<file path="config.mk">
export PLATFORM = sky130hd
export DESIGN_NAME = ps2_host_tx_flat
export DESIGN_NICKNAME = d
export VERILOG_FILES = /design/src/rtl/ps2_host_tx_if.sv /design/src/rtl/ps2_host_tx.sv /design/src/flat_wrapper.sv
export SDC_FILE = /design/constraint.sdc
export NUM_CORES = 1
export LEC_CHECK = 0
export CAP_MARGIN = 20
export CORE_ASPECT_RATIO = 1.1
export CORE_MARGIN = 5
export CORE_UTILIZATION = 45
export CTS_CLUSTER_DIAMETER = 60
export CTS_CLUSTER_SIZE = 16
export DETAILED_ROUTE_END_ITERATION = 10
export MAX_ROUTING_LAYER = met4
export PLACE_DENSITY_LB_ADDON = 0.08
export SLEW_MARGIN = 25
export SYNTH_ARGS = -nofsm -noshare
export SYNTH_HDL_FRONTEND = slang
export SYNTH_SLANG_ARGS = --single-unit
</file>
<file path="constraint.sdc">
create_clock -name clock -period 2 [get_ports clock]
set_input_delay 0.4 -clock clock [delete_from_list [all_inputs] [get_ports clock]]
set_output_delay 0.4 -clock clock [all_outputs]
set_load 0.1 [all_outputs]
</file>
<file path="src/rtl/ps2_host_tx_if.sv">
// Request/response bundle between a command source and the PS/2 host transmitter.
// The source drives a byte and a request; the transmitter answers with its
// handshake state and a one-cycle completion pulse carrying the error flag.
interface ps2_host_tx_if;
    logic [7:0] tx_data;
    logic       tx_valid;
    logic       tx_ready;
    logic       busy;
    logic       done;
    logic       err;

    modport master (
        output tx_data,
        output tx_valid,
        input  tx_ready,
        input  busy,
        input  done,
        input  err
    );

    modport slave (
        input  tx_data,
        input  tx_valid,
        output tx_ready,
        output busy,
        output done,
        output err
    );
endinterface

</file>
<file path="src/rtl/ps2_host_tx.sv">
// Host-to-device PS/2 transmitter.
// Sends one command byte per transaction over the open-drain ps2_clk/ps2_data
// lines: inhibit the clock, request to send, shift the frame on device clock
// falls, check the device ACK, then wait for both lines to go idle.
// The *_oe outputs pull their line low when 1; the top level makes the tri-states.
module ps2_host_tx #(
    parameter int INHIBIT_CYCLES = 6000,
    parameter int TIMEOUT_CYCLES = 1000000
) (
    input  logic         clock,
    input  logic         reset,
    ps2_host_tx_if.slave bus,
    input  logic         ps2_clk_in,
    input  logic         ps2_data_in,
    output logic         ps2_clk_oe,
    output logic         ps2_data_oe
);

    localparam int               INH_W    = (INHIBIT_CYCLES > 1) ? $clog2(INHIBIT_CYCLES) : 1;
    localparam logic [INH_W-1:0] INH_LAST = INH_W'(INHIBIT_CYCLES - 1);
    localparam logic [19:0]      TO_LAST  = 20'(TIMEOUT_CYCLES - 1);

    typedef enum logic [2:0] {
        ST_IDLE,
        ST_INHIBIT,
        ST_REQ,
        ST_SEND,
        ST_ACK,
        ST_WAIT_IDLE,
        ST_DONE
    } state_t;

    state_t           state;
    logic             clk_meta;
    logic             clk_sync;
    logic             clk_hist;
    logic             data_meta;
    logic             data_sync;
    logic             clk_fall;
    logic [9:0]       frame;
    logic [3:0]       fall_cnt;
    logic [INH_W-1:0] inh_cnt;
    logic [19:0]      to_cnt;
    logic             nack;
    logic             tx_ready_q;
    logic             done_q;
    logic             err_q;
    logic             timeout_hit;

    assign bus.tx_ready = tx_ready_q;
    assign bus.busy     = ~tx_ready_q;
    assign bus.done     = done_q;
    assign bus.err      = err_q;

    // A device clock fall: the previous synchronized level was high, the current one is low.
    assign clk_fall    = clk_hist & ~clk_sync;
    assign timeout_hit = (to_cnt == TO_LAST);

    // Bring the asynchronous line levels into the clock domain; idle lines read high.
    always_ff @(posedge clock) begin
        if (reset) begin
            clk_meta  <= 1'b1;
            clk_sync  <= 1'b1;
            clk_hist  <= 1'b1;
            data_meta <= 1'b1;
            data_sync <= 1'b1;
        end else begin
            clk_meta  <= ps2_clk_in;
            clk_sync  <= clk_meta;
            clk_hist  <= clk_sync;
            data_meta <= ps2_data_in;
            data_sync <= data_meta;
        end
    end

    // Transaction sequencer; every output is registered here so nothing leaks combinationally.
    always_ff @(posedge clock) begin
        if (reset) begin
            state       <= ST_IDLE;
            tx_ready_q  <= 1'b1;
            done_q      <= 1'b0;
            err_q       <= 1'b0;
            ps2_clk_oe  <= 1'b0;
            ps2_data_oe <= 1'b0;
            frame       <= '0;
            fall_cnt    <= '0;
            inh_cnt     <= '0;
            to_cnt      <= '0;
            nack        <= 1'b0;
        end else begin
            case (state)
                ST_IDLE: begin
                    if (bus.tx_valid && tx_ready_q) begin
                        frame       <= {1'b1, ~^bus.tx_data, bus.tx_data};
                        fall_cnt    <= '0;
                        inh_cnt     <= '0;
                        to_cnt      <= '0;
                        nack        <= 1'b0;
                        tx_ready_q  <= 1'b0;
                        ps2_clk_oe  <= 1'b1;
                        ps2_data_oe <= 1'b0;
                        state       <= ST_INHIBIT;
                    end
                end

                ST_INHIBIT: begin
                    if (inh_cnt == INH_LAST) begin
                        ps2_data_oe <= 1'b1;
                        state       <= ST_REQ;
                    end else begin
                        inh_cnt <= inh_cnt + 1'b1;
                    end
                end

                ST_REQ: begin
                    ps2_clk_oe <= 1'b0;
                    to_cnt     <= '0;
                    state      <= ST_SEND;
                end

                ST_SEND: begin
                    if (timeout_hit) begin
                        ps2_clk_oe  <= 1'b0;
                        ps2_data_oe <= 1'b0;
                        done_q      <= 1'b1;
                        err_q       <= 1'b1;
                        state       <= ST_DONE;
                    end else begin
                        to_cnt <= to_cnt + 1'b1;
                        if (clk_fall) begin
                            ps2_data_oe <= ~frame[fall_cnt];
                            fall_cnt    <= fall_cnt + 1'b1;
                            if (fall_cnt == 4'd9) begin
                                state <= ST_ACK;
                            end
                        end
                    end
                end

                ST_ACK: begin
                    if (timeout_hit) begin
                        ps2_clk_oe  <= 1'b0;
                        ps2_data_oe <= 1'b0;
                        done_q      <= 1'b1;
                        err_q       <= 1'b1;
                        state       <= ST_DONE;
                    end else begin
                        to_cnt <= to_cnt + 1'b1;
                        if (clk_fall) begin
                            nack  <= data_sync;
                            state <= ST_WAIT_IDLE;
                        end
                    end
                end

                ST_WAIT_IDLE: begin
                    if (timeout_hit) begin
                        ps2_clk_oe  <= 1'b0;
                        ps2_data_oe <= 1'b0;
                        done_q      <= 1'b1;
                        err_q       <= 1'b1;
                        state       <= ST_DONE;
                    end else begin
                        to_cnt <= to_cnt + 1'b1;
                        if (clk_sync && data_sync) begin
                            done_q <= 1'b1;
                            err_q  <= nack;
                            state  <= ST_DONE;
                        end
                    end
                end

                ST_DONE: begin
                    done_q     <= 1'b0;
                    err_q      <= 1'b0;
                    tx_ready_q <= 1'b1;
                    state      <= ST_IDLE;
                end

                default: begin
                    ps2_clk_oe  <= 1'b0;
                    ps2_data_oe <= 1'b0;
                    done_q      <= 1'b0;
                    err_q       <= 1'b0;
                    tx_ready_q  <= 1'b1;
                    state       <= ST_IDLE;
                end
            endcase
        end
    end

endmodule

</file>
<file path="src/flat_wrapper.sv">
// flat-port wrapper written by rule: the top's interface ports become plain ports
module ps2_host_tx_flat 
#(
    parameter int INHIBIT_CYCLES = 6000,
    parameter int TIMEOUT_CYCLES = 1000000
)
  (clock, reset, ps2_clk_in, ps2_data_in, ps2_clk_oe, ps2_data_oe, bus_tx_data, bus_tx_valid, bus_tx_ready, bus_busy, bus_done, bus_err);
  ps2_host_tx_if bus_i ();
  input  logic clock;
  input  logic reset;
  input  logic ps2_clk_in;
  input  logic ps2_data_in;
  output logic ps2_clk_oe;
  output logic ps2_data_oe;
  input wire logic [$bits(bus_i.tx_data)-1:0] bus_tx_data;
  input wire logic [$bits(bus_i.tx_valid)-1:0] bus_tx_valid;
  output wire logic [$bits(bus_i.tx_ready)-1:0] bus_tx_ready;
  output wire logic [$bits(bus_i.busy)-1:0] bus_busy;
  output wire logic [$bits(bus_i.done)-1:0] bus_done;
  output wire logic [$bits(bus_i.err)-1:0] bus_err;
  assign bus_i.tx_data = bus_tx_data;
  assign bus_i.tx_valid = bus_tx_valid;
  assign bus_tx_ready = bus_i.tx_ready;
  assign bus_busy = bus_i.busy;
  assign bus_done = bus_i.done;
  assign bus_err = bus_i.err;
  ps2_host_tx #(.INHIBIT_CYCLES(INHIBIT_CYCLES), .TIMEOUT_CYCLES(TIMEOUT_CYCLES)) u_core (.clock(clock), .reset(reset), .bus(bus_i), .ps2_clk_in(ps2_clk_in), .ps2_data_in(ps2_data_in), .ps2_clk_oe(ps2_clk_oe), .ps2_data_oe(ps2_data_oe));
endmodule
</file>
==> impl_metrics.csv <==
group,metric,value,unit
grt,antenna_found_initial,0,
timing,tightest_slew,412,ps
timing,slew_viol_final,0,
synth,syn_inst,360,
run,drv_cap,0,
setup_path,cp.arrival,2430,ps
placement,dp_cells,499,
synth,synth.cells.most_frequent,"61 x dfxtp_1, 52 x nor2_1, 48 x nand2_1, 25 x a21oi_1, 24 x xnor2_1",
setup_path,crit_type,"flip-flop to flip-flop",
clocking,cts_tree,"built",
die,die_area,0.00841,mm2
placement,finalWeightedCongestion,0.794,
min_path,hold_path.class,"flip-flop to flip-flop",
synth,synth_edf_count,0,
routing,dr.pass1.iters,4,
grt,grt_pass1_wl,12.4,mm
pwr,power_density,734,mW/mm2
synth,synth.yosys.seq_area_share,0.406,
setup_path,crit_fanout,6,
pwr,leakage,0.00159,uW
routing,wirelength,7.39,mm
run_status,outcome,"finished, violations left",
timing,fmax,452,MHz
clocking,clock_path_buffers,2,
finish,drive_above_1_share,0.302,
routing,drc,0,
routing,initialDrtViolationCount,145,
timing,fin_skew,8.47,ps
synth,synth-main-ff-cell,"dfxtp_1",
clocking,cts_root_buffer,"clkbuf_8",
synth,netlist_top_cells_area,"dfxtp_1 41%, xnor2_1 7.0%, nor2_1 6.5%",
clocking,clock_sinks,61,
placement,portBuffers,18,
setup_path,cpLargestDelayFamily,"simple AND/OR/NAND/NOR gates",
synth,syn_area_per_cell,8.34,um2
synth,yosys.area.top_type,"dfxtp_1",
die,rows,31,
synth,async_reset_ff_frac,0,
timing,max-slew-margin-rel,0.722,
die,core,0.00656,mm2
clocking,clk_latency,340,ps
grt,grt_pass1_vias,2790,
timing,period_needed,2210,ps
synth,synth_area,0.00300,mm2
timing,finalSetupViolations,21,
run_status,failed_checks,"negative setup slack",
grt,grt_max_degree,23,
synth,synth.most_common_cell,"dfxtp_1",
setup_path,slowest_stage,"or4_4",
setup_path,crit_top_cell,"buf_6",
synth,yosysTopAreaCellShare,0.406,
synth,synth_cell_type_count,52,
setup_path,worstSetupStartpointType,"flip-flop",
clocking,numCtsBuffers,9,
finish,area_growth,39.2,%
finish,nets,459,
timing,setup_ws,-212,ps
die,num_io_pins,19,
routing,routedWlPerCell,14.0,um
placement,dp_worst_setup_slack,-325,ps
clocking,path_clk_slew,70,ps
setup_path,path_cells,"or3b_1, or4_4, buf_6, buf_4, o21ai_4, buf_6, a211oi_2, xnor2_1, nor2_1",
clocking,cts_max_level,3,
die,die_h,95.7,um
setup_path,end_kind,"flip-flop",
setup_path,crit_buf_inv,3,
routing,viasPerCell,5.36,
die,die_x,87.9,um
finish,fin_cells,529,
grt,grt-ovfl-total,0,
finish,fin_util,0.638,
routing,drtAntennaViolNets,0,
timing,period_share,1.11,
timing,grt_setup_unrepaired,"true",
grt,gr-usage-all-layers,0.192,
synth,synth_fp_nets,377,
finish,diodes,0,
setup_path,cpPeakStageDelay,490,ps
finish,fill_cells,564,
placement,hpwlAfterDp,5.10,mm
synth,ys_warn_count,0,
synth,synth-seq-cells,61,
die,start_util,0.458,
setup_path,required,2220,ps
pwr,ir_drop,0.000393,V
timing,hold_violations,0,
routing,vias,2835,
[per-layer routing]
layer,wire length (um),GRT usage,up-vias
met5,0,-,-
met4,112,0.0703,0
met3,297,0.0471,11
met2,3910,0.336,49
met1,3070,0.211,1364
li1,-,-,1411
[cells by family after synthesis]
family / Yosys count / synth area share
AO/OA/AOI/OAI: 59 / 0.135
XOR/XNOR: 39 / 0.114
adder cells (fa/ha/maj): 4 / 0.0167
buffers and inverters: 22 / 0.0308
flip-flops: 61 / 0.406
multiplexers: 8 / 0.0317
AND/OR/NAND/NOR: 167 / 0.266
[flip-flops by register name (all words and copies together), names as in the netlist, 3 cells and up]
name,count
u_core.to_cnt,20
u_core.inh_cnt,13
u_core.frame,10
u_core.fall_cnt,4
u_core.state,3
[worst reg2reg max path, cell delays in order (launching register included)]
cell and delay (ps):
dfxtp_2 320, or3b_1 360, or4_4 490, buf_6 150
buf_4 140, o21ai_4 180, buf_6 170, a211oi_2 80
xnor2_1 170, nor2_1 50
[final timing paths]
path              slack [ps]                      startpoint                       endpoint  cells after the start
setup / recovery        -210  u_core.to_cnt[11]$_SDFFE_PP0P_  u_core.to_cnt[5]$_SDFFE_PP0P_                      9
hold / removal           410      u_core.clk_meta$_SDFF_PP1_     u_core.clk_sync$_SDFF_PP1_                      1
setup reg to reg        -210  u_core.to_cnt[11]$_SDFFE_PP0P_  u_core.to_cnt[5]$_SDFFE_PP0P_                      9
hold reg to reg          410      u_core.clk_meta$_SDFF_PP1_     u_core.clk_sync$_SDFF_PP1_                      1
[power breakdown]
part	internal [uW]	total (uW)	leakage, uW	switching (uW)
clock network	606	1070	0.0000964	464
logic	273	686	0.000994	413
registers	1270	1310	0.000497	41.9
[layout by cell type, fill, tap and decap left out, types with 3 or more instances in the layout]
cell type        instances
mux2i_1                  5
xor2_1                  15
and3_1                   8
nor2_1                  50
nand3_1                 18
nand2_1                 43
o21ai_4                  3
or2_2                    6
o21ai_0                  3
buf_6                    7
nand2_2                  4
a21oi_1                 21
ha_1                     4
clkdlybuf4s50_1         11
a211oi_2                 3
a21boi_0                 3
dfxtp_1                 57
clkbuf_8                10
nand4_1                  6
dfxtp_2                  3
nand4b_1                 5
nor3_1                   4
xnor2_1                 23
inv_1                    7
buf_4                   66
[repair_timing]
item,CTS,global route
setup buffers,7,6
hold endpoints to repair,0,0
pin swaps,26,25
setup endpoints to repair,21,31
hold buffers,0,0
resized for setup,30,25
gates cloned,1,0
[final cells by class]
cell class                 count  area, um2  share of cell area
clock buffer                  12        145              0.0347
inverter                       7       26.3             0.00629
sequential                    61       1230               0.294
timing repair buffer          86        717               0.172
tap                           82        103              0.0245
clock inverter                 4       47.5              0.0114
multi-input combinational    277       1910               0.458
[per-stage QoR]
stage                     area (um2)  total power [uW]  hold WS (ps)  TNS [ps]
after global placement          3650              1950           395     -7080
after CTS                       4020              3070           423     -2460
final                           4180              3070           413     -2700
after floorplan                 3030              1730           389     -1330
after global routing            4180              3240           431     -4410
after detailed placement        3650              1950           402     -7030
Note: power is estimated with default switching activity, not from simulation.
